--- src/rtl/rob_multi_commit_pkg.sv ---
// Shared types for the reorder buffer: op classes, entry payload and class helpers.
// The default depth is ROB_DEPTH. The op class is TYPE_W bits wide.
package rob_multi_commit_pkg;

  localparam int unsigned XLEN      = 32;
  localparam int unsigned REG_W     = 5;
  localparam int unsigned TYPE_W    = 3;
  localparam int unsigned ROB_DEPTH = 16;

  typedef enum logic [TYPE_W-1:0] {
    OP_ALU   = 3'd0,
    OP_LOAD  = 3'd1,
    OP_STORE = 3'd2,
    OP_BR    = 3'd3,
    OP_JALR  = 3'd4
  } op_t;

  typedef struct packed {
    logic             valid;
    logic             done;
    op_t              op;
    logic [REG_W-1:0] rd;
    logic [XLEN-1:0]  pc;
    logic [XLEN-1:0]  imm;
    logic             pred;
    logic [XLEN-1:0]  val;
  } rob_entry_t;

  // Only these classes may retire in the second commit slot.
  function automatic logic is_alu_ld(input op_t op);
    return (op == OP_ALU) || (op == OP_LOAD);
  endfunction

endpackage

--- src/rtl/rob_commit_sel.sv ---
// Commit eligibility for head and head+1.
// Inputs : status fields of the head entry and of the entry behind it.
// Outputs: o_ret_en_c (per-slot retire enable), o_ret_cnt_c (entries retired),
//          o_mispred_c (head is a mispredicted branch that retires now).
module rob_commit_sel
  import rob_multi_commit_pkg::*;
#(
  parameter int unsigned COMMIT_W = 2
) (
  input  logic                i_head_valid,
  input  logic                i_head_done,
  input  op_t                 i_head_op,
  input  logic                i_head_pred,
  input  logic                i_head_taken,
  input  logic                i_next_valid,
  input  logic                i_next_done,
  input  op_t                 i_next_op,
  output logic [COMMIT_W-1:0] o_ret_en_c,
  output logic [1:0]          o_ret_cnt_c,
  output logic                o_mispred_c
);

  logic w_ret0;
  logic w_ret1;

  assign w_ret0 = i_head_valid & i_head_done;

  // Second slot pairs only simple ops, so stores/branches/JALR stay in slot 0.
  if (COMMIT_W > 1) begin : g_dual
    assign w_ret1 = w_ret0 & is_alu_ld(i_head_op) &
                    i_next_valid & i_next_done & is_alu_ld(i_next_op);
    assign o_ret_en_c = {w_ret1, w_ret0};
  end else begin : g_single
    assign w_ret1 = 1'b0;
    assign o_ret_en_c = w_ret0;
  end

  assign o_ret_cnt_c = 2'(w_ret0) + 2'(w_ret1);
  assign o_mispred_c = w_ret0 & (i_head_op == OP_BR) & (i_head_taken != i_head_pred);

endmodule

--- src/rtl/rob_multi_commit.sv ---
// Reorder buffer with in-order retirement of up to COMMIT_W entries per cycle,
// CDB_PORTS writeback ports and full flush on branch mispredict.
// Ports: clk_in/rst_n_in (async active-low), rdy_in (0 freezes all state),
//        iss_* (issue at tail), wb_* (writebacks), full_out/tail_out (combinational
//        from pointers), cm_* / store_commit / jalr_* / clear_* (registered commit).
// Build option ROB_QUERY_EN adds two combinational operand query ports (q_id/q_ready/q_val).
module rob_multi_commit
  import rob_multi_commit_pkg::*;
#(
  parameter  int unsigned DEPTH     = ROB_DEPTH,
  parameter  int unsigned COMMIT_W  = 2,
  parameter  int unsigned CDB_PORTS = 2,
  localparam int unsigned IDX_W     = $clog2(DEPTH)
) (
  input  logic                      clk_in,
  input  logic                      rst_n_in,
  input  logic                      rdy_in,
  input  logic                      iss_valid,
  input  logic [TYPE_W-1:0]         iss_type,
  input  logic [REG_W-1:0]          iss_rd,
  input  logic [XLEN-1:0]           iss_pc,
  input  logic [XLEN-1:0]           iss_imm,
  input  logic                      iss_pred,
  input  logic [CDB_PORTS-1:0]      wb_valid,
  input  logic [CDB_PORTS*IDX_W-1:0] wb_id,
  input  logic [CDB_PORTS*XLEN-1:0] wb_val,
`ifdef ROB_QUERY_EN
  input  logic [2*IDX_W-1:0]        q_id,
  output logic [1:0]                q_ready,
  output logic [2*XLEN-1:0]         q_val,
`endif
  output logic                      full_out,
  output logic [IDX_W-1:0]          tail_out,
  output logic [COMMIT_W-1:0]       cm_valid,
  output logic [COMMIT_W*REG_W-1:0] cm_rd,
  output logic [COMMIT_W*XLEN-1:0]  cm_val,
  output logic [COMMIT_W*IDX_W-1:0] cm_id,
  output logic                      store_commit,
  output logic                      jalr_ready,
  output logic [XLEN-1:0]           jalr_addr,
  output logic                      clear_out,
  output logic [XLEN-1:0]           clear_pc
);

  localparam int unsigned PTR_W = IDX_W + 1;

  rob_entry_t            r_ent [DEPTH];
  logic [PTR_W-1:0]      r_head;
  logic [PTR_W-1:0]      r_tail;

  logic [PTR_W-1:0]      w_count;
  logic [IDX_W-1:0]      w_head_idx;
  logic [IDX_W-1:0]      w_next_idx;
  logic [IDX_W-1:0]      w_tail_idx;
  logic [COMMIT_W-1:0]   w_ret_en;
  logic [1:0]            w_ret_cnt;
  logic                  w_mispred;
  logic                  w_iss_acc;
  logic [XLEN-1:0]       w_redirect;

  assign w_count    = r_tail - r_head;
  assign w_head_idx = r_head[IDX_W-1:0];
  assign w_next_idx = w_head_idx + IDX_W'(1);
  assign w_tail_idx = r_tail[IDX_W-1:0];

  assign full_out   = (w_count >= PTR_W'(DEPTH - 1));
  assign tail_out   = w_tail_idx;

  // A mispredict flush swallows any issue arriving in the same cycle.
  assign w_iss_acc  = iss_valid & ~w_mispred & (w_count != PTR_W'(DEPTH));

  assign w_redirect = r_ent[w_head_idx].val[0] ?
                      (r_ent[w_head_idx].pc + r_ent[w_head_idx].imm) :
                      (r_ent[w_head_idx].pc + XLEN'(4));

  rob_commit_sel #(.COMMIT_W(COMMIT_W)) u_sel (
    .i_head_valid (r_ent[w_head_idx].valid),
    .i_head_done  (r_ent[w_head_idx].done),
    .i_head_op    (r_ent[w_head_idx].op),
    .i_head_pred  (r_ent[w_head_idx].pred),
    .i_head_taken (r_ent[w_head_idx].val[0]),
    .i_next_valid (r_ent[w_next_idx].valid),
    .i_next_done  (r_ent[w_next_idx].done),
    .i_next_op    (r_ent[w_next_idx].op),
    .o_ret_en_c   (w_ret_en),
    .o_ret_cnt_c  (w_ret_cnt),
    .o_mispred_c  (w_mispred)
  );

  // Entry array and pointers: retire, writeback, issue, or full flush.
  always_ff @(posedge clk_in or negedge rst_n_in) begin
    if (!rst_n_in) begin
      for (int i = 0; i < DEPTH; i++) r_ent[i] <= '0;
      r_head <= '0;
      r_tail <= '0;
    end else if (rdy_in) begin
      if (w_mispred) begin
        for (int i = 0; i < DEPTH; i++) r_ent[i].valid <= 1'b0;
        r_head <= '0;
        r_tail <= '0;
      end else begin
        for (int s = 0; s < COMMIT_W; s++) begin
          if (w_ret_en[s]) r_ent[w_head_idx + IDX_W'(s)].valid <= 1'b0;
        end
        for (int p = 0; p < CDB_PORTS; p++) begin
          if (wb_valid[p] && r_ent[wb_id[p*IDX_W +: IDX_W]].valid) begin
            r_ent[wb_id[p*IDX_W +: IDX_W]].done <= 1'b1;
            r_ent[wb_id[p*IDX_W +: IDX_W]].val  <= wb_val[p*XLEN +: XLEN];
          end
        end
        if (w_iss_acc) begin
          r_ent[w_tail_idx] <= '{valid: 1'b1, done: 1'b0, op: op_t'(iss_type),
                                 rd: iss_rd, pc: iss_pc, imm: iss_imm,
                                 pred: iss_pred, val: '0};
        end
        r_head <= r_head + PTR_W'(w_ret_cnt);
        r_tail <= r_tail + PTR_W'(w_iss_acc);
      end
    end
  end

  // Registered commit outputs; they hold while rdy_in is low.
  always_ff @(posedge clk_in or negedge rst_n_in) begin
    if (!rst_n_in) begin
      cm_valid     <= '0;
      cm_rd        <= '0;
      cm_val       <= '0;
      cm_id        <= '0;
      store_commit <= 1'b0;
      jalr_ready   <= 1'b0;
      jalr_addr    <= '0;
      clear_out    <= 1'b0;
      clear_pc     <= '0;
    end else if (rdy_in) begin
      cm_valid <= w_ret_en;
      for (int s = 0; s < COMMIT_W; s++) begin
        cm_rd[s*REG_W +: REG_W] <= r_ent[w_head_idx + IDX_W'(s)].rd;
        cm_val[s*XLEN +: XLEN]  <= (r_ent[w_head_idx + IDX_W'(s)].op == OP_JALR) ?
                                   (r_ent[w_head_idx + IDX_W'(s)].pc + XLEN'(4)) :
                                   r_ent[w_head_idx + IDX_W'(s)].val;
        cm_id[s*IDX_W +: IDX_W] <= w_head_idx + IDX_W'(s);
      end
      store_commit <= w_ret_en[0] & (r_ent[w_head_idx].op == OP_STORE);
      jalr_ready   <= w_ret_en[0] & (r_ent[w_head_idx].op == OP_JALR);
      jalr_addr    <= r_ent[w_head_idx].val;
      clear_out    <= w_mispred;
      clear_pc     <= w_mispred ? w_redirect : clear_pc;
    end
  end

  // Issuing into a completely full buffer is a protocol violation by the issuer.
  always_ff @(posedge clk_in) begin
    if (rst_n_in && rdy_in) begin
      assert (!(iss_valid && (w_count == PTR_W'(DEPTH))))
        else $error("rob_multi_commit: issue while ROB holds DEPTH entries");
    end
  end

`ifdef ROB_QUERY_EN
  // Operand query: entry status plus same-cycle CDB forwarding.
  always_comb begin
    q_ready = '0;
    q_val   = '0;
    for (int q = 0; q < 2; q++) begin
      q_ready[q]             = r_ent[q_id[q*IDX_W +: IDX_W]].valid &
                               r_ent[q_id[q*IDX_W +: IDX_W]].done;
      q_val[q*XLEN +: XLEN]  = r_ent[q_id[q*IDX_W +: IDX_W]].val;
      for (int p = 0; p < CDB_PORTS; p++) begin
        if (wb_valid[p] && (wb_id[p*IDX_W +: IDX_W] == q_id[q*IDX_W +: IDX_W]) &&
            r_ent[q_id[q*IDX_W +: IDX_W]].valid) begin
          q_ready[q]            = 1'b1;
          q_val[q*XLEN +: XLEN] = wb_val[p*XLEN +: XLEN];
        end
      end
    end
  end
`endif

endmodule

--- config.mk ---
export PLATFORM = sky130hd
export DESIGN_NAME = rob_multi_commit
export DESIGN_NICKNAME = d
export VERILOG_FILES = /design/src/rtl/rob_multi_commit_pkg.sv /design/src/rtl/rob_commit_sel.sv /design/src/rtl/rob_multi_commit.sv
export SDC_FILE = /design/constraint.sdc
export NUM_CORES = 2
export LEC_CHECK = 0
export BUFFER_PORTS_ARGS = -buffer_cell sky130_fd_sc_hd__buf_2
export CORE_ASPECT_RATIO = 0.9
export CORE_MARGIN = 10
export CORE_UTILIZATION = 55
export CTS_CLUSTER_DIAMETER = 60
export CTS_CLUSTER_SIZE = 14
export DETAILED_ROUTE_END_ITERATION = 8
export PLACE_DENSITY = 0.72
export SYNTH_ARGS = -nofsm -noshare
export SYNTH_HDL_FRONTEND = slang
export SYNTH_HIERARCHICAL = 1
export SYNTH_SLANG_ARGS = --single-unit
--- constraint.sdc ---
create_clock -name clk_in -period 11.92 [get_ports clk_in]
set_input_delay 0 -clock clk_in [delete_from_list [all_inputs] [get_ports clk_in]]
set_output_delay 0 -clock clk_in [all_outputs]
set_load 0.01 [all_outputs]
==> impl_metrics.yaml <==
global_routing:
  grt_usage_pct: 35.07
  grt_first_pass_wirelength_um: 550100
  grt-ovfl-total: 0
  grt_max_degree: 232
  grt_pass1_vias: 80485
  grt_antenna_before_repair: 67
detailed_routing:
  drt-initial-drc-count: 12097
  ant_nets: 0
  finalWirelength_um: 373800
  drc: 0
  dr.pass1.iters: 6
  avgRoutedWirePerCell_um: 33.79
  vias: 81241
  via_per_inst: 7.343
final_layout:
  fin_area_um2: 115100
  utilization_pct: 60.33
  syn_to_final_growth_pct: 9.045
  final_nets: 8622
  ff_latch_area_um2: 46880
  drive_gt1_share_pct: 33.93
  multiInputGateArea_um2: 54960
  num-fill-cells: 14501
logic_synthesis:
  avgSynthCellArea_um2: 12.40
  synth-edff-count: 0
  synth_seq_cells: 1873
  async_flop_share_pct: 100.0
  synth_adder_area_share_pct: 0.6023
  synthDistinctLibCells: 84
  synth_top_family_by_area: "multiplexers"
  synth_compound_area_share_pct: 10.78
  synth_cells: 8510
  ys_warn_count: 6
  ys_seq_area_share_pct: 44.41
  synthFlopType: "dfrtp_1"
  synth_xor_area_share_pct: 0.6153
  synthSimpleGateAreaFrac_pct: 5.809
  synthMuxAreaShare_pct: 33.70
  syn_area_um2: 105500
  syn_nets: 8710
critical_path:
  cp_max_fo: 231
  path_class: "flip-flop to flip-flop"
  worst_setup_path_end_kind: "flip-flop"
  worstPathRequired_ns: 12.70
  start_kind: "flip-flop"
  crit_arrival_ns: 8.81
  r2r_slack_ns: 3.90
place:
  io_buffers: 306
  placed_area_um2: 108100
  pre_cts_ws_ns: 4.221
  place_hpwl_um: 219300
  routabilityCongestion: 0.9401
floorplan:
  rows: 152
  die-area_um2: 209800
  die_h_um: 435.6
  die_x_um: 481.7
  core_area_um2: 190800
  start_util_pct: 55.33
  num_io_pins: 307
timing:
  layout_worst_path_cycle_share_pct: 67.30
  finalWorstSetupSlack_ns: 3.897
  min_period_ns: 8.023
  setup_tns_ns: 0
  timing.fmax_mhz: 124.6
  finalHoldViolCount: 0
  worst_pin_slew_ns: 1.482
  relSlewSlack_pct: 1.187
  fin_worst_skew_ns: 0.06691
  slew_viol_final: 0
  grt_setup_unrepaired: "false"
  setup_violations: 0
clock_tree:
  cts-root-buf: "clkbuf_16"
  post_cts_buffers: 0
  clk_pin_slew_ns: 0.07
  htreeDepth: 4
  cts_tree: "done"
  cts_buffers: 166
  clkSinkCount: 1873
  clk_latency_ns: 0.90
  clk_path_buf_depth: 3
power:
  ir_drop_mv: 0.1747
  p_per_area_nw_per_um2: 208.5
  leakage_nw: 49.73
worst_hold_path:
  hp-class: "primary input to flip-flop"
run_status:
  status: "finished, final reports clean"
job:
  drv_cap: 0
## path summary, 6_finish.rpt
check                                        start                 endpoint  cells past startpoint
min in group asynchronous                 rst_n_in  r_ent[1604]$_DFFE_PN0P_                      3
setup reg to reg             r_head[0]$_DFFE_PN0P_   r_ent[647]$_DFFE_PN0P_                     11
hold reg to reg            clear_pc[6]$_DFFE_PN0P_  clear_pc[6]$_DFFE_PN0P_                      2
hold / removal                         wb_valid[1]   r_ent[212]$_DFFE_PN0P_                      5
max in group asynchronous                 rst_n_in   cm_val[32]$_DFFE_PN0P_                      6
setup / recovery             r_head[0]$_DFFE_PN0P_   r_ent[647]$_DFFE_PN0P_                     11
## metrics by stage
stage	cells	power (W)	hold WS [ns]
after floorplan	8510	0.01566	-0.2956
after global placement	10620	0.01790	0.09675
after detailed placement	10620	0.01834	0.1154
after CTS	11031	0.02379	0.002867
after global routing	11054	0.02495	0.08202
final	11063	0.02399	0.02353
## flip-flops by register name (all words and copies together), names as in the netlist
name          cells
cm_valid          2
cm_rd            10
cm_val           64
cm_id             8
clear_out         1
r_ent          1712
clear_pc         32
r_tail            5
r_head            5
store_commit      1
jalr_addr        32
jalr_ready        1
## Yosys cell counts (20+ instances only)
cell / number / share of area (%)
buf_1: 65 / 0.23
buf_2: 239 / 1.1
o221ai_1: 20 / 0.17
mux4_2: 889 / 19
inv_1: 69 / 0.25
xor2_1: 36 / 0.30
ha_1: 46 / 0.55
buf_4: 64 / 0.46
a21oi_1: 367 / 1.7
nand3_1: 71 / 0.34
buf_6: 21 / 0.22
a22o_1: 400 / 3.3
mux2_2: 1204 / 13
mux2i_1: 196 / 1.9
nor2_1: 423 / 1.5
nand2b_1: 22 / 0.13
a211oi_1: 93 / 0.66
nand2_1: 784 / 2.8
a22oi_1: 43 / 0.31
a31oi_1: 21 / 0.12
nand4_1: 32 / 0.19
nor3_1: 27 / 0.13
a21o_1: 22 / 0.16
xnor2_1: 35 / 0.29
o21ai_0: 733 / 3.5
dfrtp_1: 1873 / 44
o211ai_1: 21 / 0.15
clkbuf_1: 491 / 1.7
## kinds of logic (layout without fill, tap and decap cells)
group	count (synthesis)	in the layout
xor gates and xnor gates	72	72
AOI/OAI and AO/OA	1808	1808
other	0	32
and+or+nand+nor	1465	1465
muxes	2290	2290
DFF	1873	1873
adders and majority gates	49	49
buffers and inverters	953	933
## routing by layer
layer  share of wire [%]  track usage (%)
met4                 9.0            25.63
met2                  42            48.90
met1                  35            45.19
met3                  13            12.27
met5               0.094                0
## layout make-up
cell class                 count  area share (%)
multi-input combinational   5684           47.76
sequential                  1873           40.74
timing repair buffer         627           3.982
clock buffer                 187           3.774
tap                         2541           2.763
clock inverter                49          0.6817
inverter                      70          0.2348
antenna                       32         0.06958
## power breakdown
group          switching [W]  total, W  internal, W
Sequential           0.00158   0.00999      0.00841
Clock                0.00262   0.00540      0.00278
Combinational        0.00413   0.00860      0.00447
Total                0.00833    0.0240       0.0157
## cells in the final DEF (no fill, tap or decap), drive strengths merged, types with 16 or more instances in the layout
cell and n:
dfrtp 1873, mux2 1204, mux4 890, nand2 786, o21ai 744, buf 452
nor2 425, a22o 400, a21oi 367, mux2i 196, clkbuf 188, dlygate4sd3 174
a211oi 93, inv 81, nand3 73, ha 46, a22oi 43, xor2 36
xnor2 36, diode 32, nand4 32, nor3 28, clkinv 28, a21o 22
nand2b 22, o211ai 21, a31oi 21, o221ai 20, and3 19, and2 16
## critical path: stages (launching register included)
cell and delay [ns]:
dfrtp_4 1.05, buf_4 0.89, mux4_2 0.59, mux4_2 0.55, xnor2_1 0.22, nor3_2 0.77, nand2b_4 0.96, buf_12 0.88
buf_4 0.92, nand2_1 0.10, o21ai_0 0.10, dlygate4sd3_1 0.56
## timing repair
action	4_1_cts	5_1_grt
resized for setup	0	0
hold buffers	175	0
endpoints found under the hold margin	1951	0
Power figures use the tool's default switching activity.
